File: src/rtl/inst_fetch_pkg.sv
// rtl/inst_fetch_pkg.sv - shared constants, types and helpers for the instruction fetch unit
package inst_fetch_pkg;

    localparam logic [31:0] ZeroWord       = 32'h0000_0000;
    localparam logic        ChipEnable     = 1'b1;
    localparam logic        ChipDisable    = 1'b0;
    localparam logic        RstEnable      = 1'b1;
    localparam int          InstFetchDepth = 2;

    typedef logic [31:0] inst_addr_t;
    typedef logic [31:0] inst_t;

    typedef struct packed {
        inst_addr_t pc;
        inst_t      inst;
    } fetch_entry_t;

    typedef enum logic {
        ST_IDLE  = 1'b0,
        ST_FETCH = 1'b1
    } fetch_state_e;

    function automatic inst_addr_t word_align(input inst_addr_t addr);
        return {addr[31:2], 2'b00};
    endfunction

endpackage

File: src/rtl/inst_fetch_fifo.sv
// rtl/inst_fetch_fifo.sv - prefetch queue of {pc, inst} pairs with clear overriding push/pop
module inst_fetch_fifo
    import inst_fetch_pkg::*;
#(
    parameter int DEPTH = InstFetchDepth,
    localparam int AW   = $clog2(DEPTH),
    localparam int CW   = AW + 1
) (
    input  logic          clk,
    input  logic          rst,
    input  logic          push_i,
    input  logic          pop_i,
    input  logic          clear_i,
    input  logic [31:0]   push_pc_i,
    input  logic [31:0]   push_inst_i,
    output logic [31:0]   head_pc_o,
    output logic [31:0]   head_inst_o,
    output logic [CW-1:0] count_o
);

    localparam logic [CW-1:0] FullCount = CW'(DEPTH);

    fetch_entry_t  mem_q [DEPTH];
    logic [AW-1:0] wr_ptr_q;
    logic [AW-1:0] rd_ptr_q;
    logic [CW-1:0] count_q;
    logic [CW-1:0] count_d;
    logic          do_push;
    logic          do_pop;

    // Guards keep the pointers coherent even if a caller misbehaves.
    assign do_push = push_i && (count_q != FullCount);
    assign do_pop  = pop_i && (count_q != '0);

    always_comb begin
        count_d = count_q;
        case ({do_push, do_pop})
            2'b10:   count_d = count_q + 1'b1;
            2'b01:   count_d = count_q - 1'b1;
            default: count_d = count_q;
        endcase
    end

    always_ff @(posedge clk) begin
        if (rst == RstEnable) begin
            wr_ptr_q <= '0;
            rd_ptr_q <= '0;
            count_q  <= '0;
            for (int i = 0; i < DEPTH; i++) begin
                mem_q[i] <= '{pc: ZeroWord, inst: ZeroWord};
            end
        end else if (clear_i) begin
            wr_ptr_q <= '0;
            rd_ptr_q <= '0;
            count_q  <= '0;
        end else begin
            if (do_push) begin
                mem_q[wr_ptr_q] <= '{pc: push_pc_i, inst: push_inst_i};
                wr_ptr_q        <= wr_ptr_q + 1'b1;
            end
            if (do_pop) begin
                rd_ptr_q <= rd_ptr_q + 1'b1;
            end
            count_q <= count_d;
        end
    end

    assign head_pc_o   = mem_q[rd_ptr_q].pc;
    assign head_inst_o = mem_q[rd_ptr_q].inst;
    assign count_o     = count_q;

endmodule

File: src/rtl/inst_fetch.sv
// rtl/inst_fetch.sv - PC generation, ROM access and redirect handling feeding the prefetch queue
module inst_fetch
    import inst_fetch_pkg::*;
#(
    parameter logic [31:0] RESET_PC   = 32'h0000_0000,
    parameter int          FIFO_DEPTH = InstFetchDepth
) (
    input  logic        clk,
    input  logic        rst,
    output logic        rom_ce,
    output logic [31:0] rom_addr,
    input  logic [31:0] rom_inst,
    input  logic        branch_flag,
    input  logic [31:0] branch_target,
    input  logic        flush,
    input  logic [31:0] flush_pc,
    output logic        out_valid,
    input  logic        out_ready,
    output logic [31:0] out_pc,
    output logic [31:0] out_inst
);

    localparam int            CW        = $clog2(FIFO_DEPTH) + 1;
    localparam logic [CW-1:0] FullCount = CW'(FIFO_DEPTH);

    fetch_state_e  state_q;
    fetch_state_e  state_d;
    inst_addr_t    pc_q;
    inst_addr_t    pc_d;
    logic [CW-1:0] fifo_count;
    logic          fetch_en;
    logic          redirect;
    logic          push;
    logic          pop;

    // Fetch enable depends only on registered state so ce/addr never see late pipeline inputs.
    assign fetch_en = (state_q == ST_FETCH) && (fifo_count < FullCount);
    assign redirect = flush || branch_flag;
    assign push     = fetch_en && !redirect;
    assign pop      = out_valid && out_ready;

    always_comb begin
        state_d = state_q;
        case (state_q)
            ST_IDLE:  state_d = ST_FETCH;
            ST_FETCH: state_d = ST_FETCH;
            default:  state_d = ST_IDLE;
        endcase
    end

    // flush outranks branch; a redirect drops the ROM word read this cycle.
    always_comb begin
        pc_d = pc_q;
        if (flush) begin
            pc_d = word_align(flush_pc);
        end else if (branch_flag) begin
            pc_d = word_align(branch_target);
        end else if (fetch_en) begin
            pc_d = pc_q + 32'd4;
        end
    end

    always_ff @(posedge clk) begin
        if (rst == RstEnable) begin
            state_q <= ST_IDLE;
            pc_q    <= RESET_PC;
        end else begin
            state_q <= state_d;
            pc_q    <= pc_d;
        end
    end

    inst_fetch_fifo #(
        .DEPTH (FIFO_DEPTH)
    ) u_fifo (
        .clk         (clk),
        .rst         (rst),
        .push_i      (push),
        .pop_i       (pop),
        .clear_i     (redirect),
        .push_pc_i   (pc_q),
        .push_inst_i (rom_inst),
        .head_pc_o   (out_pc),
        .head_inst_o (out_inst),
        .count_o     (fifo_count)
    );

    assign rom_ce    = fetch_en ? ChipEnable : ChipDisable;
    assign rom_addr  = pc_q;
    assign out_valid = (fifo_count != '0);

endmodule

File: config.mk
export PLATFORM = sky130hd
export DESIGN_NAME = inst_fetch
export DESIGN_NICKNAME = d
export VERILOG_FILES = /design/src/rtl/inst_fetch_pkg.sv /design/src/rtl/inst_fetch_fifo.sv /design/src/rtl/inst_fetch.sv
export SDC_FILE = /design/constraint.sdc
export NUM_CORES = 1
export LEC_CHECK = 0
export BUFFER_PORTS_ARGS = -buffer_cell sky130_fd_sc_hd__buf_2
export CAP_MARGIN = 20
export CORE_AREA = 2 2 126 128
export DETAILED_ROUTE_END_ITERATION = 6
export DIE_AREA = 0 0 128 130
export PLACE_DENSITY = 0.77
export SYNTH_ARGS = -nofsm -noshare
export SYNTH_HDL_FRONTEND = slang
export SYNTH_SLANG_ARGS = --single-unit
File: constraint.sdc
create_clock -name clk -period 11.4 [get_ports clk]
set_clock_uncertainty 0.2 [all_clocks]
set_input_delay 1.71 -clock clk [delete_from_list [all_inputs] [get_ports clk]]
set_output_delay 1.71 -clock clk [all_outputs]
set_load 0.02 [all_outputs]
Word-level counts from Yosys, hierarchy flattened
Memories as Yosys holds them, arrays and structs flattened. A register that Yosys moved wholly into a read port is not among the register bits.
Index checks and enable logic that the tools add are counted.
{ "word_totals": {"register_bits": 37, "mem_bits_rw": 128, "inputBits": 101, "output_inout_bits": 98, "wordCells": 46, "mem_count": 1} }
{ "op_classes": {"addsub": 5, "n_lt_le_gt_ge": 1, "eq_ne": 3, "mux": 17, "reduce_logical": 13} }
{ "mem_list": {"columns": ["name", "words", "word_bits", "read_ports", "rd_clocked_by_memory_dff", "write_ports", "line", "source"], "rows": [
  ["u_fifo.mem_q", 2, 64, 1, 1, 2, "inst_fetch_fifo.sv:23", "fetch_entry_t mem_q [DEPTH];"]
]} }
{ "op_table": {"columns": ["cell", "count"], "rows": [
  ["$mux 32", 3],
  ["$mux 64", 1],
  ["$reduce_or 64->1", 1],
  ["$add 32x3->32 const B", 1],
  ["$mux 1", 12],
  ["$logic_and 1x1->1", 5],
  ["$pmux 2 s2", 1],
  ["$reduce_bool 2->1", 2],
  ["$reduce_bool 3->1", 1],
  ["$reduce_or 3->1", 1],
  ["$add 1x1->1 const B", 2],
  ["$add 2x1->2 const B", 1],
  ["$eq 2x1->1 const B", 1],
  ["$eq 2x2->1 const B", 1],
  ["$lt 2x2->1 const B", 1],
  ["$ne 2x2->1 const B", 1],
  ["$reduce_or 2->1", 1],
  ["$sub 2x1->2 const B", 1],
  ["$logic_not 1->1", 1],
  ["$logic_or 1x1->1", 1]
]} }

Logic depth before layout (Yosys ltp)
Gate-level depths: netlist (run 1).
{ "depth": {"depth_word": 10, "ltp_mapped": 9, "ltp_nobuf": 7} }

Modules after synthesis
A second synthesis (run 1) with hierarchy kept.
{ "unflattened": {"cells_unflattened": 670, "hier_area_um2": 8127.8} }
{ "by_module_without_submodules": {"columns": ["module", "instances", "cells_each", "area_per_inst_um2", "seq_area_each_um2"], "rows": [
  ["inst_fetch_fifo", 1, 370, 5824.3, 3943.8],
  ["inst_fetch", 1, 300, 2303.5, 620.6]
]} }

Least setup slack after synthesis (run 1)
No wires, ideal clock.
{ "synth_path": {"path_kind": "input to register", "start": "input flush", "end": "memory u_fifo.mem_q[0][0] in the netlist's numbering (enable)", "setup_time_ns": 0.567, "arrival_ns": 6.991, "required_ns": 10.633, "setup_slack_ns": 3.641, "path_stages": 6, "n_path_buf": 3, "path_cell_list": "clkbuf_1 clkbuf_1 buf_1 nor3_1 inv_1 o21ai_0"} }
{ "synth_lines": {"columns": ["element", "line", "source"], "rows": [
  ["start, declared", "inst_fetch.sv:15", "input logic flush,"],
  ["end, declared", "inst_fetch_fifo.sv:23", null]
]} }

==> impl_metrics.xml, run 1 <==
<?xml version="1.0" encoding="UTF-8"?>
<metrics>
  <group name="sta">
    <metric name="finalSetupTns" unit="ps">0</metric>
    <metric name="finalMaxSlewViolations" unit="">0</metric>
    <metric name="final_min_period_over_clock_period" unit="%">38.00</metric>
    <metric name="time_the_worst_path_needs_with_i_o_delays_and_setup" unit="ps">4332</metric>
    <metric name="setup-violations-final" unit="">0</metric>
    <metric name="final_hold_viol_count" unit="">0</metric>
    <metric name="tightestPinTransition" unit="ps">912.6</metric>
    <metric name="maxSlewHeadroom" unit="%">39.16</metric>
    <metric name="max_freq" unit="MHz">230.8</metric>
    <metric name="grt_setup_unrepaired" unit="">no</metric>
  </group>
  <group name="synth">
    <metric name="synth-warning-count" unit="">0</metric>
    <metric name="synthDistinctLibCells" unit="">60</metric>
    <metric name="gate_count_of_the_mapped_netlist" unit="">669</metric>
    <metric name="sequential_cell_area_fraction_in_the_yosys_report" unit="%">57.03</metric>
    <metric name="synth-seq-cells" unit="">160</metric>
    <metric name="synth_enable_flop_cells" unit="">124</metric>
    <metric name="synth.cells.most_frequent" unit="">sky130_fd_sc_hd__edfxtp_1 (124), sky130_fd_sc_hd__and2_1 (116), sky130_fd_sc_hd__mux2_2 (63)</metric>
    <metric name="synth_top_cells_by_area" unit="">sky130_fd_sc_hd__edfxtp_1 (48%), sky130_fd_sc_hd__and2_1 (9.3%), sky130_fd_sc_hd__dfxtp_1 (9.2%)</metric>
    <metric name="avgSynthCellArea" unit="sq um">11.65</metric>
    <metric name="syn_area" unit="sq um">7792</metric>
    <metric name="synth_top_cell_by_area" unit="">sky130_fd_sc_hd__edfxtp_1</metric>
    <metric name="synthMostInstantiatedCell" unit="">sky130_fd_sc_hd__edfxtp_1</metric>
    <metric name="ys_async_sr_fraction" unit="%">0</metric>
    <metric name="synth_flop_cell" unit="">sky130_fd_sc_hd__edfxtp_1</metric>
    <metric name="yosys.area.top_type_share" unit="%">47.78</metric>
  </group>
  <group name="cts">
    <metric name="hold_buffers" unit="">0</metric>
    <metric name="cts-root-to-sink-buffers" unit="">2</metric>
    <metric name="ctsRootBufferMaster" unit="">sky130_fd_sc_hd__clkbuf_16</metric>
    <metric name="cts-buffers-inserted" unit="">17</metric>
    <metric name="clock_insertion_delay_worst_skew" unit="ps">420</metric>
    <metric name="quantity_of_gates_resized_following_cts" unit="">0</metric>
    <metric name="tritoncts" unit="">built</metric>
    <metric name="clk_pin_slew_worst_paths" unit="ps">60</metric>
    <metric name="post_cts.repair.setup_buffers" unit="">0</metric>
    <metric name="cts.htree.levels" unit="">4</metric>
    <metric name="numClockSinks" unit="">160</metric>
  </group>
  <group name="cells_and_area">
    <metric name="area_delta_synth_final" unit="%">20.01</metric>
    <metric name="nNetsFinal" unit="">941</metric>
    <metric name="fraction_of_final_layout_cells_sized_beyond_drive_strength_1" unit="%">35.10</metric>
    <metric name="final_core_util" unit="%">60.63</metric>
    <metric name="antenna_cells_inserted" unit="">0</metric>
    <metric name="filler_cell_count" unit="">1290</metric>
  </group>
  <group name="power_and_ir_drop">
    <metric name="power_switching" unit="uW">322.9</metric>
    <metric name="register_share_of_total_power" unit="%">51.2</metric>
    <metric name="vdd_drop_max" unit="mV">0.09150</metric>
    <metric name="intPower" unit="uW">1001</metric>
    <metric name="power-per-cell-area" unit="nW/um^2">141.5</metric>
    <metric name="static-leakage-power" unit="uW">0.003770</metric>
    <metric name="clock_power_share" unit="%">38.3</metric>
    <metric name="comb_power_share" unit="%">10.5</metric>
    <metric name="sw_frac_of_total" unit="%">24.39</metric>
    <metric name="finalPower" unit="uW">1324</metric>
  </group>
  <group name="placed_design">
    <metric name="hpwlAfterDp" unit="mm">11.82</metric>
    <metric name="buffer_ports.inserted" unit="">190</metric>
    <metric name="place.gp.congestion" unit="">0.8595</metric>
  </group>
  <group name="setup_path">
    <metric name="crit_path_start" unit="">branch_flag</metric>
    <metric name="critical-path-max-stage-delay" unit="ps">820</metric>
    <metric name="critical_path_required" unit="ps">11240</metric>
    <metric name="path_max_fanout" unit="">63</metric>
    <metric name="critical_path_arrival" unit="ps">4170</metric>
    <metric name="cp_cell_sequence" unit="">buf_2 &gt; nor3_1 &gt; and3_2 &gt; buf_4 &gt; or2_4</metric>
    <metric name="r2r_path_start" unit="">u_fifo.count_o[1]</metric>
    <metric name="launching_element_type_of_the_critical_path" unit="">primary input</metric>
    <metric name="timing.critical_path.to_type" unit="">register</metric>
    <metric name="path_class" unit="">primary input to register</metric>
    <metric name="master_of_the_slowest_instance_on_the_critical_path" unit="">sky130_fd_sc_hd__or2_4</metric>
  </group>
  <group name="floorplanning">
    <metric name="core.rowCount" unit="">46</metric>
    <metric name="dieWidth" unit="um">128</metric>
    <metric name="core-area" unit="sq um">15420</metric>
    <metric name="top_ports" unit="">199</metric>
    <metric name="vertical_die_dimension" unit="um">130</metric>
    <metric name="die-area" unit="sq um">16640</metric>
    <metric name="initial_core_util" unit="%">50.52</metric>
  </group>
  <group name="grt">
    <metric name="grt_max_degree" unit="">64</metric>
    <metric name="global_route_wire_length_before_repair" unit="mm">28.16</metric>
    <metric name="gr-usage-all-layers" unit="%">22.01</metric>
    <metric name="first_global_vias" unit="">5549</metric>
    <metric name="grt.overflow.total" unit="">0</metric>
    <metric name="antenna_violations_before_repair" unit="">0</metric>
  </group>
  <group name="route">
    <metric name="drt_iter0_drc" unit="">380</metric>
    <metric name="first_pass_iters" unit="">5</metric>
    <metric name="post-route-drc-count" unit="">0</metric>
    <metric name="via_count" unit="">5731</metric>
    <metric name="drtAntennaViolNets" unit="">0</metric>
    <metric name="detail_route.vias_per_cell" unit="">5.505</metric>
    <metric name="routedWlPerCell" unit="um">17.42</metric>
    <metric name="wirelength" unit="mm">18.14</metric>
  </group>
  <group name="status">
    <metric name="outcome" unit="">finished clean</metric>
  </group>
  <group name="flow_run">
    <metric name="drv.max_cap_violation_count" unit="">0</metric>
  </group>
  <group name="hold_path">
    <metric name="timing.hold.worst.start" unit="">u_fifo.rd_ptr_q</metric>
    <metric name="hold_path_class" unit="">register to register</metric>
  </group>
</metrics>
==> through the flow <==
stage	instance area [sq um]	instances	hold slack, ps	worst slack, ps
3_3_place_gp	8843	1011	295.9	6675
5_1_grt	9351	1041	357.3	6903
3_5_place_dp	8843	1011	311.7	6650
4_1_cts	9351	1041	322.6	7068
2_1_floorplan	7804	672	281.2	3641
6_report	9351	1041	317.2	7068
==> final cells by class <==
type	count	area, sq um	area share [%]
flip-flops and latches	160	4446	47.54
repair buffers	195	988.4	10.57
multi-input cells	448	3109	33.25
inverters	16	60.06	0.6422
clock buffers	19	432.9	4.629
well taps	192	240.2	2.569
clock inverters	11	75.07	0.8028
==> power groups by stage <==
stage	clock, uW	combinational [uW]	sequential [uW]
after floorplan	0	79.3	693
after global placement	0	138	688
after detailed placement	0	139	689
after CTS	517	140	677
after global routing	541	151	681
final	508	139	678
==> cell families after synthesis <==
kind of cell             after synthesis  share of synthesized area [%]
XOR/XNOR                              14                          1.574
AO/OA/AOI/OAI                         97                          8.269
other                                  1                        0.04812
multiplexers                          69                          9.875
flip-flops                           160                          57.03
buffers and inverters                 64                          3.468
AND/OR/NAND/NOR                      262                          19.41
adder cells (fa/ha/maj)                2                         0.3211
==> cell usage in the layout (no fill, tap or decap), types with 4 or more instances in the layout <==
cell	n
sky130_fd_sc_hd__a211oi_1	6
sky130_fd_sc_hd__dfxtp_1	35
sky130_fd_sc_hd__mux2_2	63
sky130_fd_sc_hd__and4_1	6
sky130_fd_sc_hd__o211ai_1	8
sky130_fd_sc_hd__o21ai_0	21
sky130_fd_sc_hd__and2_1	116
sky130_fd_sc_hd__a22oi_1	5
sky130_fd_sc_hd__inv_1	13
sky130_fd_sc_hd__conb_1	4
sky130_fd_sc_hd__clkinv_1	8
sky130_fd_sc_hd__xnor2_1	8
sky130_fd_sc_hd__a311oi_1	5
sky130_fd_sc_hd__nand2b_1	9
sky130_fd_sc_hd__buf_2	190
sky130_fd_sc_hd__edfxtp_1	124
sky130_fd_sc_hd__xor2_1	6
sky130_fd_sc_hd__buf_4	5
sky130_fd_sc_hd__nand3_1	17
sky130_fd_sc_hd__nor2_1	30
sky130_fd_sc_hd__a21oi_1	26
sky130_fd_sc_hd__nor4_1	18
sky130_fd_sc_hd__nor3_1	12
sky130_fd_sc_hd__nand2_1	32
sky130_fd_sc_hd__clkbuf_16	17
sky130_fd_sc_hd__mux2i_1	6
==> per-layer routing <==
metal  vias up  GRT usage [%]  wire (um)
met5         -              0          0
met4         0          7.628        242
met3        19          5.945       1363
met2       250          36.40       8668
met1      2698          28.24       7862
li1       2764              -          -
==> critical path, delay by kind of cell <==
kind | cells | cell delay, ps
simple gates | 3 | 1530
buf+inv | 2 | 800
==> registers in the layout (all words and copies together), names as in the netlist, named ones only <==
register and count:
u_fifo.wr_ptr_q 1, rom_addr 30, u_fifo.mem_q 124, u_fifo.rd_ptr_q 1, state_q 1, u_fifo.count_o 2
==> path summary, 6_finish.rpt <==
| check | to | cells past startpoint | slack (ps) |
|---|---|---|---|
| worst max-delay path | u_fifo.mem_q[1][28] | 5 | 7070 |
| worst min-delay path | register | 2 | 320 |
| worst max register to register | u_fifo.mem_q[0][24] | 6 | 8190 |
| worst min register to register | register | 2 | 320 |
(Power assumes the default switching activity.)
==> run 2: changes to the inputs <==
==> constraint.sdc (replaced) <==
create_clock -name clk -period 4.1 [get_ports clk]
set_clock_uncertainty 0.2 [all_clocks]
set_input_delay 0.615 -clock clk [delete_from_list [all_inputs] [get_ports clk]]
set_output_delay 0.615 -clock clk [all_outputs]
set_load 0.02 [all_outputs]
==> run 2 against run 1 <==
Net effect: core utilization grew 0.54 points; wire length shrank 0.14%; count of clock-buffer cells in the layout grew 2; largest power group unchanged; largest cell class unchanged; sequential power grew to 2.8 times the previous value; critical path type is now register to output port; combinational power grew to 2.8 times the previous value.
==> impl_metrics.xml, run 2 (synthesis results as in run 1) <==
<?xml version="1.0" encoding="UTF-8"?>
<metrics>
  <group name="sta">
    <metric name="time_the_worst_path_needs_with_i_o_delays_and_setup" unit="ps">2740</metric>
    <metric name="setup-violations-final" unit="">0</metric>
    <metric name="maxSlewHeadroom" unit="%">58.31</metric>
    <metric name="final_hold_viol_count" unit="">0</metric>
    <metric name="grt_setup_unrepaired" unit="">no</metric>
    <metric name="max_freq" unit="MHz">364.9</metric>
    <metric name="finalSetupTns" unit="ps">0</metric>
    <metric name="finalMaxSlewViolations" unit="">0</metric>
    <metric name="final.hold.worst_slack" unit="ps">224.8</metric>
    <metric name="final_min_period_over_clock_period" unit="%">66.83</metric>
    <metric name="tightestPinTransition" unit="ps">623.6</metric>
    <metric name="timing.final.ws_setup" unit="ps">1360</metric>
  </group>
  <group name="setup_path">
    <metric name="path_max_fanout" unit="">45</metric>
    <metric name="r2r.worst_path.cells" unit="">5</metric>
    <metric name="r2r_setup_slack" unit="ps">1520</metric>
    <metric name="path_class" unit="">register to output port</metric>
    <metric name="critical_path.reg2reg.endpoint" unit="">rom_addr[23]</metric>
    <metric name="r2r_path_start" unit="">rom_addr[13]</metric>
    <metric name="critical_path_arrival" unit="ps">1930</metric>
    <metric name="launching_element_type_of_the_critical_path" unit="">register</metric>
    <metric name="timing.critical_path.to_type" unit="">output port</metric>
    <metric name="critical_path_required" unit="ps">3280</metric>
  </group>
  <group name="placed_design">
    <metric name="hpwlAfterDp" unit="mm">11.98</metric>
    <metric name="dp_worst_setup_slack" unit="ps">1290</metric>
    <metric name="place.gp.congestion" unit="">0.8895</metric>
    <metric name="buffer_ports.inserted" unit="">190</metric>
  </group>
  <group name="power_and_ir_drop">
    <metric name="clock_power_share" unit="%">37.9</metric>
    <metric name="power-per-cell-area" unit="nW/um^2">388.7</metric>
    <metric name="intPower" unit="uW">2760</metric>
    <metric name="static-leakage-power" unit="uW">0.003824</metric>
    <metric name="sw_frac_of_total" unit="%">24.76</metric>
    <metric name="finalPower" unit="uW">3668</metric>
    <metric name="vdd_drop_max" unit="mV">0.2831</metric>
    <metric name="power_switching" unit="uW">908.0</metric>
    <metric name="comb_power_share" unit="%">10.8</metric>
    <metric name="register_share_of_total_power" unit="%">51.3</metric>
  </group>
  <group name="cts">
    <metric name="cts-root-to-sink-buffers" unit="">2</metric>
    <metric name="hold_buffers" unit="">0</metric>
    <metric name="cts.htree.levels" unit="">4</metric>
    <metric name="cts-buffers-inserted" unit="">17</metric>
    <metric name="numClockSinks" unit="">160</metric>
    <metric name="quantity_of_gates_resized_following_cts" unit="">0</metric>
    <metric name="tritoncts" unit="">built</metric>
    <metric name="clock_insertion_delay_worst_skew" unit="ps">420</metric>
    <metric name="clk_pin_slew_worst_paths" unit="ps">60</metric>
    <metric name="post_cts.repair.setup_buffers" unit="">0</metric>
    <metric name="ctsRootBufferMaster" unit="">sky130_fd_sc_hd__clkbuf_16</metric>
  </group>
  <group name="grt">
    <metric name="global_route_wire_length_before_repair" unit="mm">27.62</metric>
    <metric name="first_global_vias" unit="">5442</metric>
    <metric name="grt.overflow.total" unit="">0</metric>
    <metric name="antenna_violations_before_repair" unit="">0</metric>
    <metric name="grt_max_degree" unit="">63</metric>
    <metric name="gr-usage-all-layers" unit="%">21.67</metric>
  </group>
  <group name="cells_and_area">
    <metric name="top_register" unit="">u_fifo.mem_q</metric>
    <metric name="antenna_cells_inserted" unit="">0</metric>
    <metric name="final_common_cell" unit="">sky130_fd_sc_hd__buf_2</metric>
    <metric name="fraction_of_final_layout_cells_sized_beyond_drive_strength_1" unit="%">36.13</metric>
    <metric name="final_core_util" unit="%">61.17</metric>
    <metric name="largest_register_ffs" unit="">124</metric>
    <metric name="mostFrequentLayoutCells" unit="">sky130_fd_sc_hd__buf_2 (190), sky130_fd_sc_hd__edfxtp_1 (124), sky130_fd_sc_hd__and2_1 (116), sky130_fd_sc_hd__mux2_2 (63), sky130_fd_sc_hd__dfxtp_1 (35)</metric>
    <metric name="nNetsFinal" unit="">948</metric>
    <metric name="area_delta_synth_final" unit="%">21.08</metric>
  </group>
  <group name="route">
    <metric name="drtAntennaViolNets" unit="">0</metric>
    <metric name="routedWlPerCell" unit="um">17.25</metric>
    <metric name="wirelength" unit="mm">18.11</metric>
    <metric name="detail_route.vias_per_cell" unit="">5.544</metric>
    <metric name="drt_iter0_drc" unit="">320</metric>
    <metric name="first_pass_iters" unit="">5</metric>
    <metric name="via_count" unit="">5821</metric>
    <metric name="post-route-drc-count" unit="">0</metric>
  </group>
  <group name="flow_run">
    <metric name="drv.max_cap_violation_count" unit="">0</metric>
  </group>
  <group name="floorplanning">
    <metric name="core.rowCount" unit="">46</metric>
    <metric name="dieWidth" unit="um">128</metric>
    <metric name="vertical_die_dimension" unit="um">130</metric>
    <metric name="initial_core_util" unit="%">50.52</metric>
    <metric name="die-area" unit="sq um">16640</metric>
    <metric name="top_ports" unit="">199</metric>
    <metric name="core-area" unit="sq um">15420</metric>
  </group>
  <group name="status">
    <metric name="outcome" unit="">finished clean</metric>
  </group>
  <group name="hold_path">
    <metric name="hold_path_class" unit="">primary input to register</metric>
    <metric name="whs_endpoint" unit="">rom_addr[2]</metric>
    <metric name="min_path_cells" unit="">3</metric>
    <metric name="timing.hold.worst.start" unit="">flush_pc[2]</metric>
  </group>
</metrics>
[run 2: cell types whose count changed in the layout (fill, tap and decap cells not counted), sizes merged]
| cell | delta |
|---|---|
| inv | +3 |
| clkinv | -1 |
| clkinvlp | -1 |
| buf | +7 |
| clkbuf | +2 |
| bufinv | -1 |
[run 2: worst max-delay path by stage]
| stage | startpoint | to | slack (ps) | cells after the start |
|---|---|---|---|---|
| 2_1_floorplan | flush | u_fifo.mem_q[0][0] | 300 | 6 |
| 3_3_place_gp | branch_flag | u_fifo.mem_q[1][61] | 1290 | 5 |
| 3_5_place_dp | branch_flag | u_fifo.mem_q[1][57] | 1290 | 5 |
| 4_1_cts | register | out_pc[13] | 1300 | 3 |
| 5_1_grt | register | out_pc[13] | 1250 | 3 |
| 6_report | register | out_pc[20] | 1360 | 3 |
[run 2: layer usage]
| layer | vias up | track usage [%] | routed length, um |
|---|---|---|---|
| met5 | - | 0 | 0 |
| met4 | 0 | 9.179 | 411 |
| met3 | 28 | 4.961 | 1375 |
| met2 | 249 | 35.55 | 8606 |
| met1 | 2761 | 27.93 | 7718 |
| li1 | 2783 | - | - |
[run 2: worst max-delay path, stage by stage, from the launching register on]
cell and delay [ps]:
sky130_fd_sc_hd__dfxtp_2 620, sky130_fd_sc_hd__buf_12 310, sky130_fd_sc_hd__mux2_2 370, sky130_fd_sc_hd__buf_2 170
[run 2: power groups by stage]
stage | Clock (uW) | Combinational, uW | Sequential [uW]
after floorplan | 0 | 221 | 1920
after global placement | 0 | 391 | 1910
after detailed placement | 0 | 395 | 1920
after CTS | 1410 | 397 | 1880
after global routing | 1480 | 429 | 1890
final | 1390 | 395 | 1880
[run 2: area by class of cell]
type | instances | area, sq um
clock buffer | 21 | 450.4
clock inverter | 11 | 63.81
fill | 1265 | 5989
inverter | 16 | 60.06
multi-input combinational | 448 | 3109
sequential | 160 | 4446
tap | 192 | 240.2
timing repair buffer | 202 | 1066
[run 2: stage by stage]
step                cell area (sq um)  instances
finish                           9435       1050
global placement                 8921       1018
global route                     9435       1050
CTS                              9435       1050
floorplan                        7807        672
detailed placement               8921       1018
